==> config.mk <==
export PLATFORM = sky130hd
export DESIGN_NAME = cheshire_eoc_hang_monitor
export DESIGN_NICKNAME = d
export VERILOG_FILES = /design/src/rtl/cheshire_eoc_hang_monitor.sv
export SDC_FILE = /design/constraint.sdc
export NUM_CORES = 1
export LEC_CHECK = 0
export BUFFER_PORTS_ARGS = -buffer_cell sky130_fd_sc_hd__buf_2
export CORE_ASPECT_RATIO = 0.9
export CORE_UTILIZATION = 40
export CTS_CLUSTER_SIZE = 12
export DETAILED_ROUTE_END_ITERATION = 6
export GPL_TIMING_DRIVEN = 0
export PLACE_DENSITY = 0.62
export SYNTH_ARGS = -nofsm -noshare
export SYNTH_HDL_FRONTEND = slang
export SYNTH_SLANG_ARGS = --single-unit
==> constraint.sdc <==
create_clock -name clk_i -period 3.1 [get_ports clk_i]
set_clock_uncertainty 0.15 [all_clocks]
set_input_delay 0.62 -clock clk_i [delete_from_list [all_inputs] [get_ports clk_i]]
set_output_delay 0.62 -clock clk_i [all_outputs]
set_load 0.02 [all_outputs]
==> src/rtl/cheshire_eoc_hang_monitor.sv <==
// Run-status monitor: latches end-of-computation exit code and flags commit-PC hangs, then finishes after a drain.
// Latency: all registered outputs appear 1 cycle after the sampling edge; no backpressure, inputs sampled every cycle.
module cheshire_eoc_hang_monitor #(
    parameter int unsigned PcWidth     = 64,
    parameter int unsigned MaxCycles   = 10000,
    parameter int unsigned DrainCycles = 100,
    parameter int unsigned CntWidth    = $clog2(MaxCycles + DrainCycles + 1)
) (
    input  logic               clk_i,
    input  logic               rst_ni,
    input  logic               clear_i,
    input  logic               commit_ack_i,
    input  logic [PcWidth-1:0] commit_pc_i,
    input  logic [31:0]        scratch_i,
    output logic               running_o,
    output logic               eoc_o,
    output logic [30:0]        exit_code_o,
    output logic               fail_o,
    output logic               hang_o,
    output logic [PcWidth-1:0] hang_pc_o,
    output logic               finish_o
);

    typedef enum logic [1:0] {IDLE, RUN, DRAIN, DONE} state_e;

    localparam logic [CntWidth-1:0] CntMax       = CntWidth'(MaxCycles);
    localparam logic [CntWidth-1:0] CntDrainLast = CntWidth'(DrainCycles - 1);

    state_e              state_q, state_d;
    logic [CntWidth-1:0] cnt_q, cnt_d;
    logic [PcWidth-1:0]  old_pc_q, old_pc_d;
    logic [PcWidth-1:0]  hang_pc_q, hang_pc_d;
    logic [30:0]         exit_code_q, exit_code_d;
    logic                eoc_q, eoc_d;
    logic                hang_q, hang_d;
    logic                finish_q, finish_d;

    always_ff @(posedge clk_i or negedge rst_ni) begin
        if (!rst_ni) begin
            state_q     <= IDLE;
            cnt_q       <= '0;
            old_pc_q    <= '0;
            hang_pc_q   <= '0;
            exit_code_q <= '0;
            eoc_q       <= 1'b0;
            hang_q      <= 1'b0;
            finish_q    <= 1'b0;
        end else begin
            state_q     <= state_d;
            cnt_q       <= cnt_d;
            old_pc_q    <= old_pc_d;
            hang_pc_q   <= hang_pc_d;
            exit_code_q <= exit_code_d;
            eoc_q       <= eoc_d;
            hang_q      <= hang_d;
            finish_q    <= finish_d;
        end
    end

    always_comb begin
        state_d     = state_q;
        cnt_d       = cnt_q;
        old_pc_d    = old_pc_q;
        hang_pc_d   = hang_pc_q;
        exit_code_d = exit_code_q;
        eoc_d       = eoc_q;
        hang_d      = hang_q;
        finish_d    = finish_q;

        if (clear_i) begin
            state_d     = IDLE;
            cnt_d       = '0;
            old_pc_d    = '0;
            hang_pc_d   = '0;
            exit_code_d = '0;
            eoc_d       = 1'b0;
            hang_d      = 1'b0;
            finish_d    = 1'b0;
        end else if (state_q != DONE && scratch_i[0]) begin
            // EOC wins over hang detection, drain completion and run start
            state_d     = DONE;
            eoc_d       = 1'b1;
            exit_code_d = scratch_i[31:1];
            finish_d    = 1'b1;
        end else begin
            unique case (state_q)
                IDLE: begin
                    if (commit_ack_i) begin
                        state_d  = RUN;
                        old_pc_d = commit_pc_i;
                        cnt_d    = '0;
                    end
                end
                RUN: begin
                    if (cnt_q == CntMax) begin
                        state_d   = DRAIN;
                        hang_d    = 1'b1;
                        hang_pc_d = old_pc_q;
                        cnt_d     = '0;
                    end else if (commit_pc_i == old_pc_q) begin
                        cnt_d = (cnt_q == CntMax) ? cnt_q : cnt_q + CntWidth'(1);
                    end else begin
                        old_pc_d = commit_pc_i;
                        cnt_d    = '0;
                    end
                end
                DRAIN: begin
                    if (cnt_q == CntDrainLast) begin
                        state_d  = DONE;
                        finish_d = 1'b1;
                    end else begin
                        cnt_d = cnt_q + CntWidth'(1);
                    end
                end
                default: ;
            endcase
        end
    end

    assign running_o   = (state_q == RUN);
    assign eoc_o       = eoc_q;
    assign exit_code_o = exit_code_q;
    assign fail_o      = eoc_q && (exit_code_q != '0);
    assign hang_o      = hang_q;
    assign hang_pc_o   = hang_pc_q;
    assign finish_o    = finish_q;

endmodule
== After elaboration in Yosys (flattened, before gate mapping) ==
Cells that the tools add are included.

* Output and inout bits: 100
* Flip-flop bits (word level): 178
* Input port bits: 100
* Word-level logic and storage cells: 75

* $add $sub $neg: 1
* Reductions and logical operators: 17
* Eq/ne operators: 14
* Mux-type cells: 35

{| class="wikitable"
|+ Operators by type and width
! kind !! count
|-
| 2-to-1 mux 64 bit || 9
|-
| one-hot mux 64 bit (2 select lines) || 1
|-
| 2-to-1 mux 14 bit || 6
|-
| == test 64 bit || 1
|-
| 2-to-1 mux 31 bit || 2
|-
| one-hot mux 14 bit (3 select lines) || 1
|-
| nonzero test 31 bit || 1
|-
| adder 14 x 1 -> 14 bit, second input constant || 1
|-
| == test 14 bit, second input constant || 1
|-
| == test 14 x 7 -> 1 bit, second input constant || 1
|-
| != test 3 bit, second input constant || 4
|-
| 2-to-1 mux 1 bit || 10
|-
| 2-to-1 mux 2 bit || 5
|-
| nonzero test 3 bit || 3
|-
| != test 4 bit, second input constant || 2
|-
| AND reduction 4 bit || 2
|-
| one-hot mux 2 bit (3 select lines) || 1
|-
| nonzero test 2 bit || 3
|-
| AND reduction 5 bit || 1
|-
| nonzero test 5 bit || 1
|-
| != test 2 bit, second input constant || 2
|-
| != test 4 x 2 -> 1 bit, second input constant || 1
|-
| nonzero test 4 bit || 1
|-
| AND reduction 3 bit || 1
|-
| 5 further kinds || 6
|}

== Logic depth before layout (Yosys ltp) ==
* Word-level depth: 6
* Mapped depth: 11
* Mapped depth without buffers: 9

== Least setup slack after synthesis ==
No wires, ideal clock.

* Path type: input port to flip-flop
* Start point: in commit_pc_i[39]
* End point: reg cnt_q[11]
* Data required time: 2.879 ns
* Data arrival time: 2.139 ns
* Library setup time: 0.071 ns
* Path slack: 0.740 ns
* Stages: 8
* Buffers on the path: 1
* Cell sequence: xnor2_1 -> nand4_1 -> nor4_2 -> nand4_1 -> o41a_4 -> and2_4 -> buf_6 -> nor2_1

* Word-level cells in the longest chain between the ends: 6

{| class="wikitable"
|+ Ends and longest elaborated chain
! item !! line !! RTL
|-
| from (decl) || 13 || <nowiki>input logic [PcWidth-1:0] commit_pc_i,</nowiki>
|-
| == test 64 bit || 100 || <nowiki>end else if (commit_pc_i == old_pc_q) begin</nowiki>
|-
| 2-to-1 mux 14 bit || 100 ||
|-
| 2-to-1 mux 14 bit || 95 || <nowiki>if (cnt_q == CntMax) begin</nowiki>
|-
| one-hot mux 14 bit (3 select lines) || 86 || <nowiki>unique case (state_q)</nowiki>
|-
| 2-to-1 mux 14 bit || 79 || <nowiki>end else if (state_q != DONE && scratch_i[0]) begin</nowiki>
|-
| 2-to-1 mux 14 bit || 70 || <nowiki>if (clear_i) begin</nowiki>
|-
| to (signal assigned) || 50 || <nowiki>cnt_q <= cnt_d;</nowiki>
|-
| to (decl) || 30 || <nowiki>logic [CntWidth-1:0] cnt_q, cnt_d;</nowiki>
|}

No other way between the ends. The select of a mux whose other input is x is not followed.
A chain may end at the register's enable or synchronous reset.

== Worst setup path after layout ==
* Start point: reg old_pc_q[37]
* End point: reg old_pc_q[23]

* Word-level cells in the longest chain between the ends: 3

{| class="wikitable"
|+ Ends and longest elaborated chain
! item !! line !! RTL
|-
| from (decl) || 31 || <nowiki>logic [PcWidth-1:0] old_pc_q, old_pc_d;</nowiki>
|-
| from (signal assigned) || 51 || <nowiki>old_pc_q <= old_pc_d;</nowiki>
|-
| == test 64 bit || 100 ||
|-
| != test 3 bit (no source line) || - ||
|-
| AND reduction 5 bit (no source line) || - ||
|}

No other way between the ends.

==> impl_metrics.tcl <==
set metrics [dict create \
    place_congestion 0.827 \
    synth_area_per_cell_um2 10.0 \
    crit_buf_inv 2 \
    die_y_um 140 \
    pre_cts_slack_ns -0.0432 \
    layout-drive-gt1-share_pct 24.0 \
    seq_area_frac_synth_pct 53.0 \
    ir_worst_vdd_uv 365 \
    finalCritPeriodShare_pct 90.0 \
    nets 1163 \
    yosys.area_share.simple_pct 19.8 \
    ys_types 43 \
    synth-compound-area-share_pct 7.92 \
    yosysTopAreaCell "dfrtp_1" \
    syn_area_mm2 0.00841 \
    die_x_um 155 \
    layout_setup_ws_ns 0.311 \
    grt_pass1_vias 6578 \
    yosysTopAreaCellShare_pct 53.0 \
    timing.fmax_mhz 359 \
    grt-ovfl-total 0 \
    synth_top_family_by_area "simple AND/OR/NAND/NOR gates" \
    coreArea_mm2 0.0203 \
    synth_edf_count 0 \
    ys_async_sr_fraction_pct 100 \
    status "completed" \
    cts_made_buffers 17 \
    h-tree-depth 4 \
    rsz0062_at_grt "no" \
    firstDrtPassIters 5 \
    pin_count 200 \
    p_int_mw 4.22 \
    cts_sinks 178 \
    finalSetupViolations 0 \
    antenna_found_initial 3 \
    path_clk_slew_ns 0.07 \
    synth-xor-area-share_pct 7.29 \
    grt_start_max_net_pins 117 \
    rows 49 \
    syn_to_final_growth_pct 23.4 \
    path_class "reg -> reg" \
    critical_path_required_ns 3.25 \
    via_per_inst 4.92 \
    cts-root-buf "clkbuf_16" \
    hold_depth 3 \
    post_cts_buffers 0 \
    crit_fanout 10 \
    worstPathCellList "xnor2_1 -> nand4_1 -> nor4_1 -> nand4_1 -> a2bb2oi_1 -> buf_4 -> buf_6 -> mux2i_1 -> nor2_1" \
    numPortBuffers 199 \
    p_leak_nw 5.02 \
    worst_slew_pin_slew_ns 0.664 \
    synthFlopType "dfrtp_1" \
    hpwlAfterDp_um 16800 \
    slowest_stage "dfrtp_1" \
    dieArea_mm2 0.0216 \
    via_count 6651 \
    routed_wl_um 22700 \
    drv_slew 0 \
    path_delay_family "simple AND/OR/NAND/NOR gates" \
    power.total_mw 6.20 \
    drt_iter0_markers 286 \
    p_sw_share_pct 31.9 \
    p_comb_share_pct 22.1 \
    slowest_delay_ns 0.41 \
    drc 0 \
    period_needed_ns 2.79 \
    ant_nets 0 \
    clockBufferDepth 2 \
    cts_tree "done" \
    post_drt_wl_per_cell_um 16.8 \
    power_density_mw_per_mm2 597 \
    ys_top_cells_by_area "dfrtp_1 (53%), mux2i_1 (7.9%), xnor2_1 (7.3%)" \
    path_common_cell "nand4_1" \
    hold_viol_final 0 \
    synth_fp_nets 943 \
    synth_adder_area_share_pct 0.893 \
    worstSkewPairLatency_ns 0.44 \
    max-slew-margin-rel_pct 55.7 \
    path_depth 9 \
    hold_ws_ns 0.257 \
    finalCoreUtilization_pct 51.1 \
    cp-start-kind "register" \
    pwr-share-clk_pct 34.0 \
    grt_usage_pct 21.8 \
    switchingPower_mw 1.98 \
    crit_path_end_kind "register" \
    drv_cap 0 \
    ys_warn_count 0 \
    n_fill_cell 1920 \
    rr_worst_depth 9 \
    cp_data_arrival_time_ns 2.94 \
    start_util_pct 41.4 \
    synthMuxAreaShare_pct 7.99 \
    seqPwrFrac_pct 43.9 \
    synth-seq-cells 178 \
    grt_pass1_wl_um 35900 \
    hold_class "in -> reg" \
    postSynthCellCount 837 \
]
-- cells in the mapped netlist, drive strengths merged (2+ instances only) --
cell type  instances
dfrtp            178
nand2            129
nor2              79
o21ai             71
xnor2             70
mux2i             66
nand2b            64
clkbuf            38
a21oi             35
nand4             21
nor4              13
buf               10
a22o               7
inv                7
nor2b              7
and3               6
ha                 6
nor3               6
nand3              5
a31oi              2
and2               2
and4bb             2
or2                2
or2b               2
-- cell families after synthesis --
group | count (synthesis)
buf+inv | 55
xor+xnor | 70
fa+ha+maj | 6
compound gates | 119
simple gates | 342
flops | 178
mux | 67
-- path summary, 6_finish.rpt --
| check | from | to | slack (ns) |
|---|---|---|---|
| worst min-delay path | scratch_i[18] | exit_code_o[17] | 0.26 |
| max in group asynchronous | rst_ni | eoc_o | 1.29 |
| worst max register to register | old_pc_q[37] | old_pc_q[23] | 0.31 |
| min in group asynchronous | rst_ni | hang_pc_o[53] | 0.55 |
| worst max-delay path | old_pc_q[37] | old_pc_q[23] | 0.31 |
| worst min register to register | hang_pc_o[48] | hang_pc_o[48] | 0.33 |
-- flip-flops by register name, summed over array words and instances (netlist names) --
signal / count
finish_o: 1
exit_code_o: 31
hang_pc_o: 64
cnt_q: 14
state_q: 2
hang_o: 1
old_pc_q: 64
eoc_o: 1
-- metal layers --
layer | part of all wire (%) | vias up | track usage (%) | wire length [um]
met5 | 0.14 | - | 0 | 31
met4 | 1.1 | 4 | 4.90 | 250
met3 | 5.9 | 25 | 6.17 | 1340
met2 | 47 | 169 | 34.4 | 10600
met1 | 46 | 3209 | 29.9 | 10500
li1 | - | 3244 | - | -
-- power groups by stage --
stage	combinational (mW)	clock [mW]	sequential, mW
global route	1.51	2.25	2.75
floorplan	0.797	0	2.86
detailed placement	1.38	0	2.77
CTS	1.39	2.16	2.72
global placement	1.37	0	2.76
finish	1.37	2.11	2.72
-- placed cells by master, fill, tap and decap left out, drive strengths merged, types with 2 or more instances in the layout --
| cell | Yosys | layout |
|---|---|---|
| inv | 7 | 13 |
| nand4 | 21 | 21 |
| nand3 | 5 | 5 |
| or2b | 2 | 2 |
| dfrtp | 178 | 178 |
| and3 | 6 | 6 |
| nor2 | 79 | 79 |
| clkbuf | 38 | 57 |
| a21oi | 35 | 35 |
| nand2 | 129 | 129 |
| nor3 | 6 | 6 |
| a22o | 7 | 7 |
| nand2b | 64 | 64 |
| clkinv | 0 | 3 |
| and2 | 2 | 2 |
| clkinvlp | 0 | 4 |
| nor4 | 13 | 13 |
| mux2i | 66 | 66 |
| buf | 10 | 210 |
| or2 | 2 | 2 |
| nor2b | 7 | 7 |
| o21ai | 71 | 71 |
| a31oi | 2 | 2 |
| ha | 6 | 6 |
| and4bb | 2 | 2 |
| xnor2 | 70 | 70 |
-- area by class of cell --
cell class	count	area [um2]	share of cell area, %
flip-flops and latches	178	4450	42.9
multi-input cells	604	3690	35.6
repair buffers	201	1040	10.1
clock buffers	19	453	4.36
well taps	280	350	3.38
plain buffers	48	240	2.31
clock inverters	13	119	1.15
inverters	7	26.3	0.253
diodes	1	2.50	0.0241
-- stage by stage --
step	TNS [ns]	cell area [um2]	instances
finish	0	10400	1351
global route	0	10400	1350
CTS	0	10400	1350
detailed placement	-0.713	9790	1317
global placement	-307.26	9750	1316
floorplan	0	8410	837
-- worst min-delay path, stage by stage --
cell and delay, ns:
buf_2 0.10, nand2_1 0.04, a21oi_1 0.05
-- timing repair --
action,4_1_cts,5_1_grt
gates resized for setup,0,4
endpoints found under the hold margin,62,0
endpoints found under the setup margin,0,10
hold buffers,1,0
No activity file was read; power rests on OpenSTA's default activity.
